File: src/rtl/sseg_scan_n.sv
// sseg_scan_n: N-digit multiplexed seven-segment driver with a serial
// double-dabble BCD converter, scan prescaler, blanking, sign, dp and blink.
module sseg_scan_n #(
   parameter int NDIG        = 4,
   parameter int WIDTH       = 14,
   parameter int DIV         = 50000,
   parameter int BLINK_TICKS = 256,
   localparam int SW = NDIG > 2 ? $clog2(NDIG) : 1
) (
   input  logic             clk,
   input  logic             rst,
   input  logic [WIDTH-1:0] value,
   input  logic             sign,
   input  logic             load,
   input  logic             valid,
   input  logic             dp_en,
   input  logic [SW-1:0]    dp_sel,
   input  logic             blank_lz,
   input  logic             blink_en,
   output logic [7:0]       ssegs,
   output logic [NDIG-1:0]  disp_en,
   output logic             busy
);
   localparam int NBCD = 3 * WIDTH / 10 + 1;
   localparam int BW   = 4 * NBCD;
   localparam int ND   = NDIG < NBCD ? NDIG : NBCD;
   localparam int CW   = $clog2(WIDTH + 1);
   localparam int PW   = $clog2(DIV);
   localparam int KW   = BLINK_TICKS > 1 ? $clog2(BLINK_TICKS) : 1;
   localparam logic [7:0] DASH = 8'hFD;

   typedef enum logic [1:0] {IDLE, SHIFT, DONE} state_t;

   state_t            state_q, state_d;
   logic [WIDTH-1:0]  bin_q, bin_d;
   logic [BW-1:0]     bcd_q, bcd_d, adj;
   logic [CW-1:0]     cnt_q, cnt_d;
   logic              sgn_cap_q, sgn_cap_d, busy_q, busy_d;
   logic [4*NDIG-1:0] disp_q, disp_d;
   logic              sign_q, sign_d, ovf_q, ovf_d, ovf;
   logic [PW-1:0]     pre_q, pre_d;
   logic [SW-1:0]     idx_q, idx_d, msd;
   logic [KW-1:0]     bc_q, bc_d;
   logic              ph_q, ph_d, tick, dp_on;
   logic [7:0]        ssegs_q, ssegs_d, code;
   logic [NDIG-1:0]   en_q, en_d;
   logic [3:0]        dig;

   function automatic logic [7:0] seg7(input logic [3:0] d);
      case (d)
         4'd0: return 8'h03;
         4'd1: return 8'h9F;
         4'd2: return 8'h25;
         4'd3: return 8'h0D;
         4'd4: return 8'h99;
         4'd5: return 8'h49;
         4'd6: return 8'h41;
         4'd7: return 8'h1F;
         4'd8: return 8'h01;
         4'd9: return 8'h09;
         default: return 8'hFF;
      endcase
   endfunction

   always_comb begin
      state_d = state_q;
      bin_d = bin_q;
      bcd_d = bcd_q;
      cnt_d = cnt_q;
      sgn_cap_d = sgn_cap_q;
      busy_d = busy_q;
      disp_d = disp_q;
      sign_d = sign_q;
      ovf_d = ovf_q;
      adj = bcd_q;
      for (int i = 0; i < NBCD; i++)
         if (bcd_q[4*i +: 4] >= 4'd5) adj[4*i +: 4] = bcd_q[4*i +: 4] + 4'd3;
      // a signed value gives up the top digit to the dash
      ovf = 1'b0;
      for (int i = 0; i < NBCD; i++)
         if (bcd_q[4*i +: 4] != 4'd0 && i >= NDIG - (sgn_cap_q ? 1 : 0)) ovf = 1'b1;
      case (state_q)
         IDLE: if (load) begin
            state_d = SHIFT;
            bin_d = value;
            bcd_d = '0;
            cnt_d = '0;
            sgn_cap_d = sign;
            busy_d = 1'b1;
         end
         SHIFT: begin
            bcd_d = {adj[BW-2:0], bin_q[WIDTH-1]};
            bin_d = bin_q << 1;
            cnt_d = cnt_q + CW'(1);
            if (cnt_q == CW'(WIDTH - 1)) state_d = DONE;
         end
         default: begin
            state_d = IDLE;
            busy_d = 1'b0;
            sign_d = sgn_cap_q;
            ovf_d = ovf;
            disp_d = '0;
            for (int i = 0; i < ND; i++) disp_d[4*i +: 4] = bcd_q[4*i +: 4];
         end
      endcase
      tick = pre_q == PW'(DIV - 1);
      pre_d = tick ? '0 : pre_q + PW'(1);
      idx_d = tick ? (idx_q == SW'(NDIG - 1) ? '0 : idx_q + SW'(1)) : idx_q;
      bc_d = tick ? (bc_q == KW'(BLINK_TICKS - 1) ? '0 : bc_q + KW'(1)) : bc_q;
      ph_d = tick && bc_q == KW'(BLINK_TICKS - 1) ? ~ph_q : ph_q;
      msd = '0;
      for (int i = 1; i < NDIG; i++)
         if (disp_q[4*i +: 4] != 4'd0) msd = SW'(i);
      dig = disp_q[{idx_q, 2'b00} +: 4];
      code = !valid || ovf_q ? DASH
           : sign_q && !blank_lz && idx_q == SW'(NDIG - 1) ? DASH
           : sign_q && blank_lz && {1'b0, idx_q} == {1'b0, msd} + (SW+1)'(1) ? DASH
           : blank_lz && idx_q > msd ? 8'hFF
           : seg7(dig);
      dp_on = dp_en && dp_sel == idx_q && valid && !ovf_q;
      ssegs_d = {code[7:1], ~dp_on};
      en_d = blink_en && !ph_q ? '1 : ~(NDIG'(1) << idx_q);
   end

   always_ff @(posedge clk or posedge rst) begin
      if (rst) begin
         state_q <= IDLE;
         bin_q <= '0;
         bcd_q <= '0;
         cnt_q <= '0;
         sgn_cap_q <= 1'b0;
         busy_q <= 1'b0;
         disp_q <= '0;
         sign_q <= 1'b0;
         ovf_q <= 1'b0;
         pre_q <= '0;
         idx_q <= '0;
         bc_q <= '0;
         ph_q <= 1'b1;
         ssegs_q <= 8'hFF;
         en_q <= '1;
      end else begin
         state_q <= state_d;
         bin_q <= bin_d;
         bcd_q <= bcd_d;
         cnt_q <= cnt_d;
         sgn_cap_q <= sgn_cap_d;
         busy_q <= busy_d;
         disp_q <= disp_d;
         sign_q <= sign_d;
         ovf_q <= ovf_d;
         pre_q <= pre_d;
         idx_q <= idx_d;
         bc_q <= bc_d;
         ph_q <= ph_d;
         ssegs_q <= ssegs_d;
         en_q <= en_d;
      end
   end

   assign ssegs = ssegs_q;
   assign disp_en = en_q;
   assign busy = busy_q;
endmodule

File: config.mk
export PLATFORM = sky130hd
export DESIGN_NAME = sseg_scan_n
export DESIGN_NICKNAME = d
export VERILOG_FILES = /design/src/rtl/sseg_scan_n.sv
export SDC_FILE = /design/constraint.sdc
export NUM_CORES = 1
export LEC_CHECK = 0
export CAP_MARGIN = 20
export CORE_MARGIN = 1
export CORE_UTILIZATION = 59
export CTS_CLUSTER_SIZE = 24
export DETAILED_ROUTE_END_ITERATION = 10
export HOLD_SLACK_MARGIN = 0.02
export MAX_ROUTING_LAYER = met4
export PLACE_DENSITY = 0.82
export SYNTH_ARGS = -nofsm -noshare
export SYNTH_HDL_FRONTEND = slang
export SYNTH_SLANG_ARGS = --single-unit
File: constraint.sdc
create_clock -name clk -period 3.5 [get_ports clk]
set_input_delay 0.35 -clock clk [delete_from_list [all_inputs] [get_ports clk]]
set_output_delay 0.35 -clock clk [all_outputs]
set_load 0.05 [all_outputs]
==> results_tabular.tex, run 1 <==
\begin{tabular}{lr}
\hline
Metric & Value \\
\hline
\multicolumn{2}{l}{\textbf{Detailed routing}} \\
\quad Drt pass-1 iters & 4 \\
\quad Iteration-0 DRC count of the detailed router & 142 \\
\quad DRC viols & 0 \\
\quad Via count & $\sim$3500 \\
\quad Number of antenna-violating nets in the routed design & 0 \\
\quad WL/cell & 15.5 um \\
\quad Via-to-Cell Ratio & 5.87 \\
\quad Overall routed net length & 9370 um \\
\multicolumn{2}{l}{\textbf{STA}} \\
\quad Final critical-path share of the clock period & a little over 60\% \\
\quad Max-slew violation total from the final report & 0 \\
\quad Final setup skew & approximately 15 ps \\
\quad Total negative slack for setup checks & 0 ps \\
\quad Headroom to the max-slew limit & between 40\% and 50\% \\
\quad Hold violation count in the final report & 0 \\
\quad Final period demand of the worst path & $\sim$2200 ps \\
\quad Setup violation total in the final timing report & 0 \\
\quad Max Clk Rate & between 400 and 500 MHz \\
\quad Setup repair after global routing missed its margin & no \\
\quad Worst Tran Pin Value & slightly above 800 ps \\
\multicolumn{2}{l}{\textbf{Placed design}} \\
\quad Post-detail-place hpwl & approximately 6500 um \\
\quad Post-DP Area & 5460 um2 \\
\quad Port Buffer Count & 36 \\
\quad Final weighted congestion of routability-driven global placement & roughly 0.77 \\
\multicolumn{2}{l}{\textbf{Power and ir drop}} \\
\quad Worst voltage drop across the vdd grid & about 460 uV \\
\quad Pwr Total & between 4 and 5 mW \\
\quad Cell leakage power & 2.49 nW \\
\quad Areal power density over the cells & 749 nW/um2 \\
\multicolumn{2}{l}{\textbf{Logic synthesis}} \\
\quad EDFF count, synth & 0 \\
\quad Share of synthesized registers carrying an async set or reset & 100\% \\
\quad Dominant register cell in the synthesized netlist & sky130\_fd\_sc\_hd\_\_dfrtp\_1 \\
\quad Sequential share of the synthesized area & between 40\% and 50\% \\
\quad Post-Synth XOR/XNOR Area & 4.55\% \\
\quad Number of instances in the synthesized netlist & $\sim$460 \\
\quad Synthesized cell area & 5000 um2 \\
\quad Synthesized-area fraction occupied by and/or/nand/nor cells & between 10 and 15\% \\
\quad Mux share of post-synthesis cell area & 7.98\% \\
\quad Share of Yosys cell area claimed by the top area cell type & 43.0\% \\
\quad Dominant combinational cell family by area after synthesis & simple AND/OR/NAND/NOR gates \\
\quad Number of synthesized register bits & 99 \\
\quad Ranking of synthesized cells by area & sky130\_fd\_sc\_hd\_\_dfrtp\_1, sky130\_fd\_sc\_hd\_\_ha\_1, sky130\_fd\_sc\_hd\_\_dfstp\_2 \\
\quad Largest area contributor in the netlist & sky130\_fd\_sc\_hd\_\_dfrtp\_1 \\
\quad Post-Syn Area per Cell & around 11 um2 \\
\quad Distinct cells, synth & 54 \\
\quad Synth Area in Compound Gates & 13.3\% \\
\quad Yosys warning count & 0 \\
\quad Net count after synthesis & approximately 500 \\
\quad Arithmetic-cell share of the synthesized area counting full adders, half adders and majority gates & $\sim$7.0\% \\
\multicolumn{2}{l}{\textbf{Clock network}} \\
\quad TritonCTS buffer count & 9 \\
\quad Resize count post-CTS & 0 \\
\quad Clock tree from TritonCTS & yes \\
\quad Total clock sinks & 99 \\
\quad Root Buffer Master & sky130\_fd\_sc\_hd\_\_clkbuf\_8 \\
\quad H-tree Lvls & 3 \\
\quad Max clock buf depth & 2 \\
\quad Hold buffer count at CTS & 0 \\
\quad Clock transition time at the flip-flop clock pins of the worst setup and hold paths & around 90 ps \\
\quad Clock Latency Late Sink & roughly 360 ps \\
\quad Setup Fix Bufs, Post-CTS & 0 \\
\multicolumn{2}{l}{\textbf{Floorplan}} \\
\quad Top-level I/O count & 37 \\
\quad Height of the die & approximately 94 um \\
\quad Die width & 94.1 um \\
\quad Number of rows created at floorplan & 33 \\
\quad Placeable core area & 8220 um2 \\
\quad Starting density of the core & 60.9\% \\
\quad Total die area & 8850 um2 \\
\multicolumn{2}{l}{\textbf{Finish}} \\
\quad Final instance area & 5640 um2 \\
\quad P\&R area growth vs syn & 12.8\% \\
\quad Number of fillers in the final layout & roughly 600 \\
\quad Number of nets in the layout & 547 \\
\quad Ratio of cells with drive above 1 in the final layout & 12.2\% \\
\quad Inserted Diodes & 0 \\
\quad Core occupancy in the finished layout & 68.7\% \\
\multicolumn{2}{l}{\textbf{Worst setup path}} \\
\quad Delay of the slowest critical-path stage & 440 ps \\
\quad Crit Path Class & register to register \\
\quad Arrival @ worst endpoint & about 2500 ps \\
\quad Master of the slowest instance on the critical path & sky130\_fd\_sc\_hd\_\_nor4\_1 \\
\quad CP bufs+invs & 1 \\
\quad Cell family with the largest share of critical-path delay & simple AND/OR/NAND/NOR gates \\
\quad Max FO, Critical Path & 4 \\
\quad Type of element capturing the critical path & register \\
\quad Critical path data required time & 3770 ps \\
\quad Startpoint Class & register \\
\quad Critical path cell sequence & nor4\_1 > nand2\_1 > inv\_1 > ha\_1 > nor2b\_1 > o211a\_1 > nor4b\_1 > nor3\_1 \\
\multicolumn{2}{l}{\textbf{GRT}} \\
\quad All-Layer GR Usage & approximately a quarter \\
\quad Final global-route overflow total & 0 \\
\quad Initial antenna violation count & 0 \\
\quad Wire length of the first global-routing pass & about 16000 um \\
\quad Via count of the first global-routing pass & roughly 3300 \\
\quad Largest net degree at the start of global routing & a little under 60 \\
\multicolumn{2}{l}{\textbf{Run}} \\
\quad Maxcap violations & 0 \\
\multicolumn{2}{l}{\textbf{Outcome}} \\
\quad Result of the run & finished clean \\
\multicolumn{2}{l}{\textbf{Worst hold path}} \\
\quad Class of the tightest hold or removal check & input port to asynchronous set/reset pin \\
\hline
\end{tabular}
==> cells in the mapped netlist (13+ instances only) <==
| cell type | count |
|---|---|
| sky130_fd_sc_hd__a21oi_1 | 24 |
| sky130_fd_sc_hd__xnor2_1 | 16 |
| sky130_fd_sc_hd__mux2_2 | 19 |
| sky130_fd_sc_hd__nor2_1 | 16 |
| sky130_fd_sc_hd__dfstp_2 | 13 |
| sky130_fd_sc_hd__nor2b_1 | 15 |
| sky130_fd_sc_hd__dfrtp_1 | 86 |
| sky130_fd_sc_hd__inv_1 | 23 |
| sky130_fd_sc_hd__clkbuf_1 | 13 |
| sky130_fd_sc_hd__o21ai_0 | 28 |
| sky130_fd_sc_hd__nand2_1 | 37 |
| sky130_fd_sc_hd__ha_1 | 28 |
==> registers in the layout (all words and copies together), names as in the netlist, 2 cells and up <==
signal and cells:
bin_q 14, disp_en 4, bcd_q 20, disp_q 16, cnt_q 4, state_q 2
ssegs 8, idx_q 2, pre_q 16, bc_q 8
==> cells by family after synthesis <==
logic type / after synthesis
DFF: 99
muxes: 32
buffers and inverters: 42
xor gates and xnor gates: 26
adders and majority gates: 28
and+or+nand+nor: 128
AOI/OAI and AO/OA: 106
==> power by group <==
group          leakage (nW)  internal (mW)  switching [mW]
Clock                0.0898          0.329           0.379
Sequential             1.25           1.50           0.311
Combinational          1.15          0.783           0.921
Total                  2.49           2.62            1.61
==> metal layers <==
| layer | vias up | share of wire (%) | track usage, % |
|---|---|---|---|
| li1 | 1693 | - | - |
| met1 | 1778 | 46 | 32.2 |
| met2 | 71 | 50 | 37.6 |
| met3 | 6 | 3.6 | 5.26 |
| met4 | 0 | 0.75 | 5.51 |
| met5 | - | 0 | - |
==> path summary, 6_finish.rpt <==
check / startpoint / end / slack (ps) / cells past startpoint
worst min-delay path: rst / bc_q[6] / 410 / 2
worst min register to register: bc_q[4] / bc_q[4] / 470 / 1
max in group asynchronous: rst / bin_q[1] / 2340 / 3
min in group clk: bc_q[4] / bc_q[4] / 470 / 1
worst max-delay path: disp_q[12] / ssegs[1] / 1320 / 8
worst max register to register: disp_q[12] / ssegs[1] / 1320 / 8
==> per-stage QoR <==
stage / instances / hold WS, ps / setup WS [ps]
floorplan: 461 / 423 / 581
global placement: 589 / 457 / 1310
global route: 604 / 471 / 1060
detailed placement: 589 / 467 / 1220
finish: 604 / 406 / 1320
CTS: 604 / 424 / 1320
==> layout make-up <==
type | count | area (um2) | area share, %
Timing Repair Buffer | 41 | 410 | 7.27
Tap cell | 105 | 131 | 2.33
Clock inverter | 4 | 51.3 | 0.909
Inverter | 24 | 91.3 | 1.62
Sequential cell | 99 | 2490 | 44.2
Clock buffer | 11 | 131 | 2.33
Multi-Input combinational cell | 320 | 2330 | 41.4
==> layout by cell type (no fill, tap or decap), drive strengths merged, types with 2 or more instances in the layout <==
cell	instances
a21oi	24
a22o	3
a22oi	11
a31oi	2
a32o	5
and2	7
and3	7
and4	4
buf	5
clkbuf	11
clkdlybuf4s50	36
clkinv	2
dfrtp	86
dfstp	13
ha	28
inv	24
mux2	20
mux2i	8
mux4	4
nand2	37
nand2b	9
nand3	11
nand4	5
nor2	16
nor2b	15
nor3	5
nor3b	2
nor4	3
o211ai	2
o21a	2
o21ai	32
o22ai	9
o31ai	7
o32ai	2
xnor2	16
xor2	10
Power figures use the tool's default switching activity.
==> run 2, diff against run 1 <==
Settings changed: CORE_UTILIZATION 59 to 53, PLACE_DENSITY 0.82 to 0.78.
Clock period 3.5 ns to 1.8 ns, I/O delays scaled along.
==> run 2 against run 1 <==
The flow now finishes with violations (setup timing); via count increased by 3.9%; fmax up 6.0%; combinational power is 140% higher; critical path depth rose by 3; cell count up 8.4%; worst hold slack worse by 180 ps; count of clock-buffer cells in the layout rose by 1; sequential cell count unchanged; critical endpoint is now ssegs[3]; highest routed layer unchanged.
==> results_tabular.tex, run 2 (synthesis results as in run 1) <==
\begin{tabular}{lr}
\hline
Metric & Value \\
\hline
\multicolumn{2}{l}{\textbf{Worst setup path}} \\
\quad R2R depth & 11 (was 8) \\
\quad Startpoint Class & register (unchanged) \\
\quad Master of the slowest instance on the critical path & sky130\_fd\_sc\_hd\_\_dfrtp\_1 (was sky130\_fd\_sc\_hd\_\_nor4\_1) \\
\quad Endpoint of the most critical register-to-register path & ssegs[3] (was ssegs[1]) \\
\quad Type of element capturing the critical path & register (unchanged) \\
\quad Delay of the slowest critical-path stage & 410 ps (was 440 ps) \\
\quad Crit Path Class & register to register (unchanged) \\
\quad Critical path cell sequence & nor4\_4 > buf\_4 > o41ai\_2 > nand2\_1 > ha\_4 > nand4bb\_1 > o211ai\_1 > buf\_4 > buf\_6 > nor2\_1 > nand2\_1 (was nor4\_1 > nand2\_1 > inv\_1 > ha\_1 > nor2b\_1 > o211a\_1 > nor4b\_1 > nor3\_1) \\
\quad Register-to-register setup slack & -260 ps (was 1320 ps) \\
\quad Max FO, Critical Path & 2 (was 4) \\
\quad Reg-to-reg critical path startpoint & disp\_q[11] (was disp\_q[12]) \\
\quad Critical path data required time & 2110 ps (was 3770 ps) \\
\quad Cell family with the largest share of critical-path delay & simple AND/OR/NAND/NOR gates (unchanged) \\
\quad CP bufs+invs & 3 (was 1) \\
\quad Arrival @ worst endpoint & 2370 ps (was 2450 ps) \\
\multicolumn{2}{l}{\textbf{Worst hold path}} \\
\quad Class of the tightest hold or removal check & input port to asynchronous set/reset pin (unchanged) \\
\multicolumn{2}{l}{\textbf{Placed design}} \\
\quad Post-detail-place hpwl & 7260 um (was 6500 um) \\
\quad Cells after DPL & 636 (was 589) \\
\quad Final weighted congestion of routability-driven global placement & 0.910 (was 0.774) \\
\quad Post-DP Area & 5770 um2 (was 5460 um2) \\
\quad Port Buffer Count & 36 (unchanged) \\
\multicolumn{2}{l}{\textbf{Detailed routing}} \\
\quad DRC viols & 0 (unchanged) \\
\quad WL/cell & 15.9 um (was 15.5 um) \\
\quad Drt pass-1 iters & 4 (unchanged) \\
\quad Number of antenna-violating nets in the routed design & 0 (unchanged) \\
\quad Iteration-0 DRC count of the detailed router & 173 (was 142) \\
\quad Via count & 3686 (was 3548) \\
\quad Overall routed net length & 10400 um (was 9370 um) \\
\quad Via-to-Cell Ratio & 5.63 (was 5.87) \\
\multicolumn{2}{l}{\textbf{Finish}} \\
\quad Core occupancy in the finished layout & 66.1\% (was 68.7\%) \\
\quad Final instance area & 6080 um2 (was 5640 um2) \\
\quad Final non-filler cell total & 655 (was 604) \\
\quad Inserted Diodes & 0 (unchanged) \\
\quad Largest registers ranked by flip-flop count & bcd\_q x20, disp\_q x16, pre\_q x16 (unchanged) \\
\quad Most frequent cells in the layout & sky130\_fd\_sc\_hd\_\_dfrtp\_1, sky130\_fd\_sc\_hd\_\_buf\_4, sky130\_fd\_sc\_hd\_\_nand2\_1 (was sky130\_fd\_sc\_hd\_\_dfrtp\_1, sky130\_fd\_sc\_hd\_\_nand2\_1, sky130\_fd\_sc\_hd\_\_clkdlybuf4s50\_1) \\
\quad Number of fillers in the final layout & 694 (was 601) \\
\quad Most flops, register & bcd\_q (unchanged) \\
\quad FF/Latch Area & 2490 um2 (unchanged) \\
\quad Flip-flop count of the largest register, all copies and words added & 20 (unchanged) \\
\quad Number of nets in the layout & 591 (was 547) \\
\quad Total area of multi-input combinational cells & 2410 um2 (was 2330 um2) \\
\quad P\&R area growth vs syn & 21.5\% (was 12.8\%) \\
\quad Ratio of cells with drive above 1 in the final layout & 23.7\% (was 12.2\%) \\
\quad Most common library cell in the layout ignoring fill and taps & sky130\_fd\_sc\_hd\_\_dfrtp\_1 (unchanged) \\
\multicolumn{2}{l}{\textbf{Clock network}} \\
\quad TritonCTS buffer count & 9 (unchanged) \\
\quad Max clock buf depth & 2 (unchanged) \\
\quad Clock tree from TritonCTS & yes (unchanged) \\
\quad H-tree Lvls & 3 (unchanged) \\
\quad Clock Latency Late Sink & 360 ps (about the same) \\
\quad Root Buffer Master & sky130\_fd\_sc\_hd\_\_clkbuf\_8 (unchanged) \\
\quad Clock transition time at the flip-flop clock pins of the worst setup and hold paths & 90 ps (about the same) \\
\quad Total clock sinks & 99 (unchanged) \\
\quad Hold buffer count at CTS & 0 (unchanged) \\
\multicolumn{2}{l}{\textbf{Floorplan}} \\
\quad Starting density of the core & 54.4\% (was 60.9\%) \\
\quad Placeable core area & 9200 um2 (was 8220 um2) \\
\quad Top-level I/O count & 37 (unchanged) \\
\quad Die width & 99.2 um (was 94.1 um) \\
\quad Number of rows created at floorplan & 35 (was 33) \\
\quad Total die area & 9830 um2 (was 8850 um2) \\
\quad Height of the die & 99.2 um (was 94.1 um) \\
\multicolumn{2}{l}{\textbf{STA}} \\
\quad Tightest hold margin & 226 ps (was 406 ps) \\
\quad Max-slew violation total from the final report & 0 (unchanged) \\
\quad Final critical-path share of the clock period & 114\% (was 62.4\%) \\
\quad Final setup skew & 12.8 ps (was 14.6 ps) \\
\quad Final period demand of the worst path & 2060 ps (was 2180 ps) \\
\quad Setup repair after global routing missed its margin & yes (was no) \\
\quad Headroom to the max-slew limit & 66.4\% (was 44.4\%) \\
\quad Worst Tran Pin Value & 502 ps (was 830 ps) \\
\quad Setup violation total in the final timing report & 7 (was 0) \\
\quad Max Clk Rate & 485 MHz (was 458 MHz) \\
\quad Worst setup margin & -260 ps (was 1320 ps) \\
\quad Hold violation count in the final report & 0 (unchanged) \\
\multicolumn{2}{l}{\textbf{Power and ir drop}} \\
\quad Cell leakage power & 2.72 nW (was 2.49 nW) \\
\quad Areal power density over the cells & 1500 nW/um2 (was 749 nW/um2) \\
\quad Worst voltage drop across the vdd grid & 747 uV (was 459 uV) \\
\multicolumn{2}{l}{\textbf{GRT}} \\
\quad Initial antenna violation count & 0 (unchanged) \\
\quad All-Layer GR Usage & 23.6\% (was 24.0\%) \\
\quad Final global-route overflow total & 0 (unchanged) \\
\quad Wire length of the first global-routing pass & 17800 um (was 15900 um) \\
\quad Largest net degree at the start of global routing & 67 (was 58) \\
\quad Via count of the first global-routing pass & 3702 (was 3348) \\
\multicolumn{2}{l}{\textbf{Outcome}} \\
\quad Violated checks & setup timing \\
\quad Result of the run & complete, but fails checks (was finished clean) \\
\multicolumn{2}{l}{\textbf{Run}} \\
\quad Maxcap violations & 0 (unchanged) \\
\hline
\end{tabular}
## run 2: changes by cell type in the layout (fill, tap and decap cells not counted), moves of 3 or more
cell                              delta
sky130_fd_sc_hd__buf_4              +55
sky130_fd_sc_hd__clkdlybuf4s50_1    -12
sky130_fd_sc_hd__inv_1               -3
sky130_fd_sc_hd__inv_2               +3
## run 2: worst max path at each step
stage	from	endpoint	slack (ps)	cells past startpoint
global route	disp_q[11]	ssegs[3]	-340	11
CTS	disp_q[8]	ssegs[1]	-210	8
finish	disp_q[11]	ssegs[3]	-260	11
detailed placement	disp_q[11]	ssegs[7]	-250	9
floorplan	disp_q[14]	ssegs[1]	-70	8
global placement	disp_q[14]	ssegs[2]	-210	8
## run 2: per-layer routing
layer	vias to the layer above	track usage, %	share of wire [%]
met4	0	6.56	0.73
li1	1793	-	-
met2	59	38.8	51
met3	7	3.44	3.2
met5	-	-	0
met1	1827	30.9	46
## run 2: tightest hold or removal path, delay by kind of cell
kind | cells | cell delay, ps
buffers and inverters | 3 | 770
## run 2: what timing repair did
item                                    in CTS  in global routing
endpoints found under the setup margin       7                  7
pin swaps                                    7                  6
setup buffers                                3                  1
resized for setup                            4                  4
## run 2: area by class of cell
class | instances | area share, %
clock buffers | 12 | 2.39
clock inverters | 4 | 1.24
inverters | 24 | 1.54
multi-input cells | 320 | 39.7
flip-flops and latches | 99 | 41.0
well taps | 111 | 2.29
repair buffers | 85 | 11.8
## run 2: power breakdown
part | internal, mW | switching [mW] | leakage (nW)
logic | 1.95 | 2.06 | 1.37
registers | 2.92 | 0.592 | 1.25
clock network | 0.823 | 0.754 | 0.103
total | 5.70 | 3.40 | 2.72
## run 2: metrics by stage
step	setup TNS, ps	power (mW)	worst slack (ps)
2_1_floorplan	-334	6.08	-71.4
3_5_place_dp	-1530	7.33	-250
6_report	-1590	9.10	-260
4_1_cts	-1340	9.04	-212
5_1_grt	-2170	9.74	-337
3_3_place_gp	-1240	7.14	-214
==> run 3, diff against run 2 <==
Settings changed: CTS_BUF_LIST set to sky130_fd_sc_hd__clkbuf_16, HOLD_SLACK_MARGIN 0.02 to 0.12.
==> run 3 against run 2 <==
Register-to-register slack better by 30 ps; the flow still finishes with violations (setup timing); sequential share of layout area fell by 0.78 points; critical path type unchanged; largest cell class unchanged; clock skew fell by 4.6 ps.
==> results_tabular.tex, run 3 (synthesis results as in run 1) <==
\begin{tabular}{lr}
\hline
Metric & Value \\
\hline
\multicolumn{2}{l}{\textbf{Outcome}} \\
\quad Result of the run & complete, but fails checks (unchanged) \\
\quad Violated checks & setup timing (unchanged) \\
\multicolumn{2}{l}{\textbf{Detailed routing}} \\
\quad Overall routed net length & 10600 um (was 10400 um) \\
\quad DRC viols & 0 (unchanged) \\
\quad Iteration-0 DRC count of the detailed router & 154 (was 173) \\
\quad Via-to-Cell Ratio & 5.74 (was 5.63) \\
\quad Drt pass-1 iters & 6 (was 4) \\
\quad WL/cell & 16.2 um (was 15.9 um) \\
\quad Via count & 3756 (was 3686) \\
\quad Number of antenna-violating nets in the routed design & 0 (unchanged) \\
\multicolumn{2}{l}{\textbf{Worst setup path}} \\
\quad Max FO, Critical Path & 4 (was 2) \\
\quad CP bufs+invs & 1 (was 3) \\
\quad Cell family with the largest share of critical-path delay & simple AND/OR/NAND/NOR gates (unchanged) \\
\quad Critical path cell sequence & nor4\_4 > nand2\_1 > inv\_2 > ha\_4 > nor2b\_4 > o211a\_4 > nor4b\_4 > nor3\_1 (was nor4\_4 > buf\_4 > o41ai\_2 > nand2\_1 > ha\_4 > nand4bb\_1 > o211ai\_1 > buf\_4 > buf\_6 > nor2\_1 > nand2\_1) \\
\quad Crit Path Class & register to register (unchanged) \\
\quad Arrival @ worst endpoint & 2290 ps (was 2370 ps) \\
\quad Critical path data required time & 2070 ps (was 2110 ps) \\
\quad Master of the slowest instance on the critical path & sky130\_fd\_sc\_hd\_\_dfrtp\_1 (unchanged) \\
\quad Delay of the slowest critical-path stage & 400 ps (was 410 ps) \\
\quad Startpoint Class & register (unchanged) \\
\quad Crit. Startpoint & disp\_q[11] (unchanged) \\
\quad Type of element capturing the critical path & register (unchanged) \\
\quad Reg-to-reg critical path startpoint & disp\_q[11] (unchanged) \\
\multicolumn{2}{l}{\textbf{Floorplan}} \\
\quad Number of rows created at floorplan & 35 (unchanged) \\
\quad Total die area & 9830 um2 (unchanged) \\
\quad Starting density of the core & 54.4\% (unchanged) \\
\quad Die width & 99.2 um (unchanged) \\
\quad Top-level I/O count & 37 (unchanged) \\
\quad Placeable core area & 9200 um2 (unchanged) \\
\quad Height of the die & 99.2 um (unchanged) \\
\multicolumn{2}{l}{\textbf{Placed design}} \\
\quad Post-detail-place hpwl & 7260 um (unchanged) \\
\quad Pre-CTS WS & -250 ps (unchanged) \\
\quad Cells after DPL & 636 (unchanged) \\
\quad Port Buffer Count & 36 (unchanged) \\
\quad Final weighted congestion of routability-driven global placement & 0.910 (unchanged) \\
\multicolumn{2}{l}{\textbf{Power and ir drop}} \\
\quad Pwr Total & 9.63 mW (was 9.10 mW) \\
\quad Worst voltage drop across the vdd grid & 885 uV (was 747 uV) \\
\quad Areal power density over the cells & 1550 nW/um2 (was 1500 nW/um2) \\
\quad Cell leakage power & 2.77 nW (was 2.72 nW) \\
\multicolumn{2}{l}{\textbf{STA}} \\
\quad Max Clk Rate & 494 MHz (was 485 MHz) \\
\quad Setup violation total in the final timing report & 7 (unchanged) \\
\quad Hold violation count in the final report & 0 (unchanged) \\
\quad Final period demand of the worst path & 2030 ps (was 2060 ps) \\
\quad Final setup skew & 8.26 ps (was 12.8 ps) \\
\quad Total negative slack for setup checks & -1230 ps (was -1590 ps) \\
\quad Headroom to the max-slew limit & 66.4\% (about the same) \\
\quad Final critical-path share of the clock period & 113\% (was 114\%) \\
\quad Worst Tran Pin Value & 502 ps (about the same) \\
\quad Setup repair after global routing missed its margin & yes (unchanged) \\
\quad Max-slew violation total from the final report & 0 (unchanged) \\
\quad Worst setup margin & -226 ps (was -260 ps) \\
\multicolumn{2}{l}{\textbf{Clock network}} \\
\quad Clock transition time at the flip-flop clock pins of the worst setup and hold paths & 70 ps (was 90 ps) \\
\quad H-tree Lvls & 3 (unchanged) \\
\quad Max clock buf depth & 2 (unchanged) \\
\quad TritonCTS buffer count & 9 (unchanged) \\
\quad Root Buffer Master & sky130\_fd\_sc\_hd\_\_clkbuf\_16 (was sky130\_fd\_sc\_hd\_\_clkbuf\_8) \\
\quad Total clock sinks & 99 (unchanged) \\
\quad Clock tree from TritonCTS & yes (unchanged) \\
\quad Clock Latency Late Sink & 340 ps (was 360 ps) \\
\multicolumn{2}{l}{\textbf{Worst hold path}} \\
\quad Class of the tightest hold or removal check & input port to asynchronous set/reset pin (unchanged) \\
\multicolumn{2}{l}{\textbf{Finish}} \\
\quad P\&R area growth vs syn & 23.8\% (was 21.5\%) \\
\quad Most frequent cells in the layout & sky130\_fd\_sc\_hd\_\_dfrtp\_1, sky130\_fd\_sc\_hd\_\_buf\_4, sky130\_fd\_sc\_hd\_\_nand2\_1 (unchanged) \\
\quad Number of nets in the layout & 590 (was 591) \\
\quad Flip-flop count of the largest register, all copies and words added & 20 (unchanged) \\
\quad Most flops, register & bcd\_q (unchanged) \\
\quad Inserted Diodes & 0 (unchanged) \\
\quad Final non-filler cell total & 654 (was 655) \\
\quad Most common library cell in the layout ignoring fill and taps & sky130\_fd\_sc\_hd\_\_dfrtp\_1 (unchanged) \\
\quad Ratio of cells with drive above 1 in the final layout & 23.8\% (was 23.7\%) \\
\quad Largest registers ranked by flip-flop count & bcd\_q x20, disp\_q x16, pre\_q x16 (unchanged) \\
\multicolumn{2}{l}{\textbf{GRT}} \\
\quad Wire length of the first global-routing pass & 18200 um (was 17800 um) \\
\quad Largest net degree at the start of global routing & 67 (unchanged) \\
\quad Initial antenna violation count & 0 (unchanged) \\
\quad All-Layer GR Usage & 24.3\% (was 23.6\%) \\
\quad Via count of the first global-routing pass & 3764 (was 3702) \\
\quad Final global-route overflow total & 0 (unchanged) \\
\multicolumn{2}{l}{\textbf{Run}} \\
\quad Maxcap violations & 0 (unchanged) \\
\hline
\end{tabular}
run 3: cell count changes in the layout (fill, tap and decap cells not counted), sizes merged:
cell,previous run,this run
inv,23,25
buf,61,60
clkinv,0,1
clkbuf,12,9
run 3: final timing paths:
path	end	slack [ps]	depth (start not counted)
setup reg to reg	ssegs[1]	-230	8
max in group asynchronous	bcd_q[7]	1190	3
hold / removal	bc_q[4]	260	3
min in group clk	ssegs[0]	360	2
hold reg to reg	bc_q[7]	470	1
setup / recovery	ssegs[1]	-230	8
run 3: worst reg2reg max path, stage by stage, from the launching register on:
cell	delay [ps]
sky130_fd_sc_hd__dfrtp_1	400
sky130_fd_sc_hd__nor4_4	350
sky130_fd_sc_hd__nand2_1	150
sky130_fd_sc_hd__inv_2	90
sky130_fd_sc_hd__ha_4	200
sky130_fd_sc_hd__nor2b_4	130
sky130_fd_sc_hd__o211a_4	260
sky130_fd_sc_hd__nor4b_4	280
sky130_fd_sc_hd__nor3_1	90
run 3: metal layers:
layer / part of all wire (%) / up-vias / global-route usage, %
li1: - / 1798 / -
met3: 3.7 / 20 / 3.79
met5: 0 / - / -
met1: 45 / 1867 / 31.2
met2: 49 / 71 / 39.8
met4: 1.8 / 0 / 8.03
run 3: area by class of cell:
| class | count | area, um2 |
|---|---|---|
| clock buffers | 9 | 225 |
| fillers | 673 | 3000 |
| repair buffers | 84 | 711 |
| inverters | 24 | 93.8 |
| multi-input cells | 320 | 2440 |
| well taps | 111 | 139 |
| clock inverters | 7 | 86.3 |
| flip-flops and latches | 99 | 2490 |
run 3: where the power goes:
part | leakage, nW | switching, mW | internal, mW
clock network | 0.152 | 0.815 | 1.20
logic | 1.37 | 2.08 | 2.00
registers | 1.25 | 0.597 | 2.93
total | 2.77 | 3.49 | 6.13
run 3: through the flow:
step / area (um2) / util, % / hold WS [ps]
finish: 6190 / 67.3 / 257
global route: 6190 / 67.3 / 283
CTS: 6190 / 67.3 / 254
detailed placement: 5770 / 62.8 / 457
global placement: 5770 / 62.8 / 456
floorplan: 5030 / - / 253
run 3: timing repair:
action | in CTS | in global routing
hold buffers | 0 | 0
buffers inserted | 2 | 0
gates resized for setup | 14 | 0
setup endpoints to repair | 7 | 7
cloned | 0 | 0
hold endpoints to repair | 0 | 0
pin swaps | 13 | 9
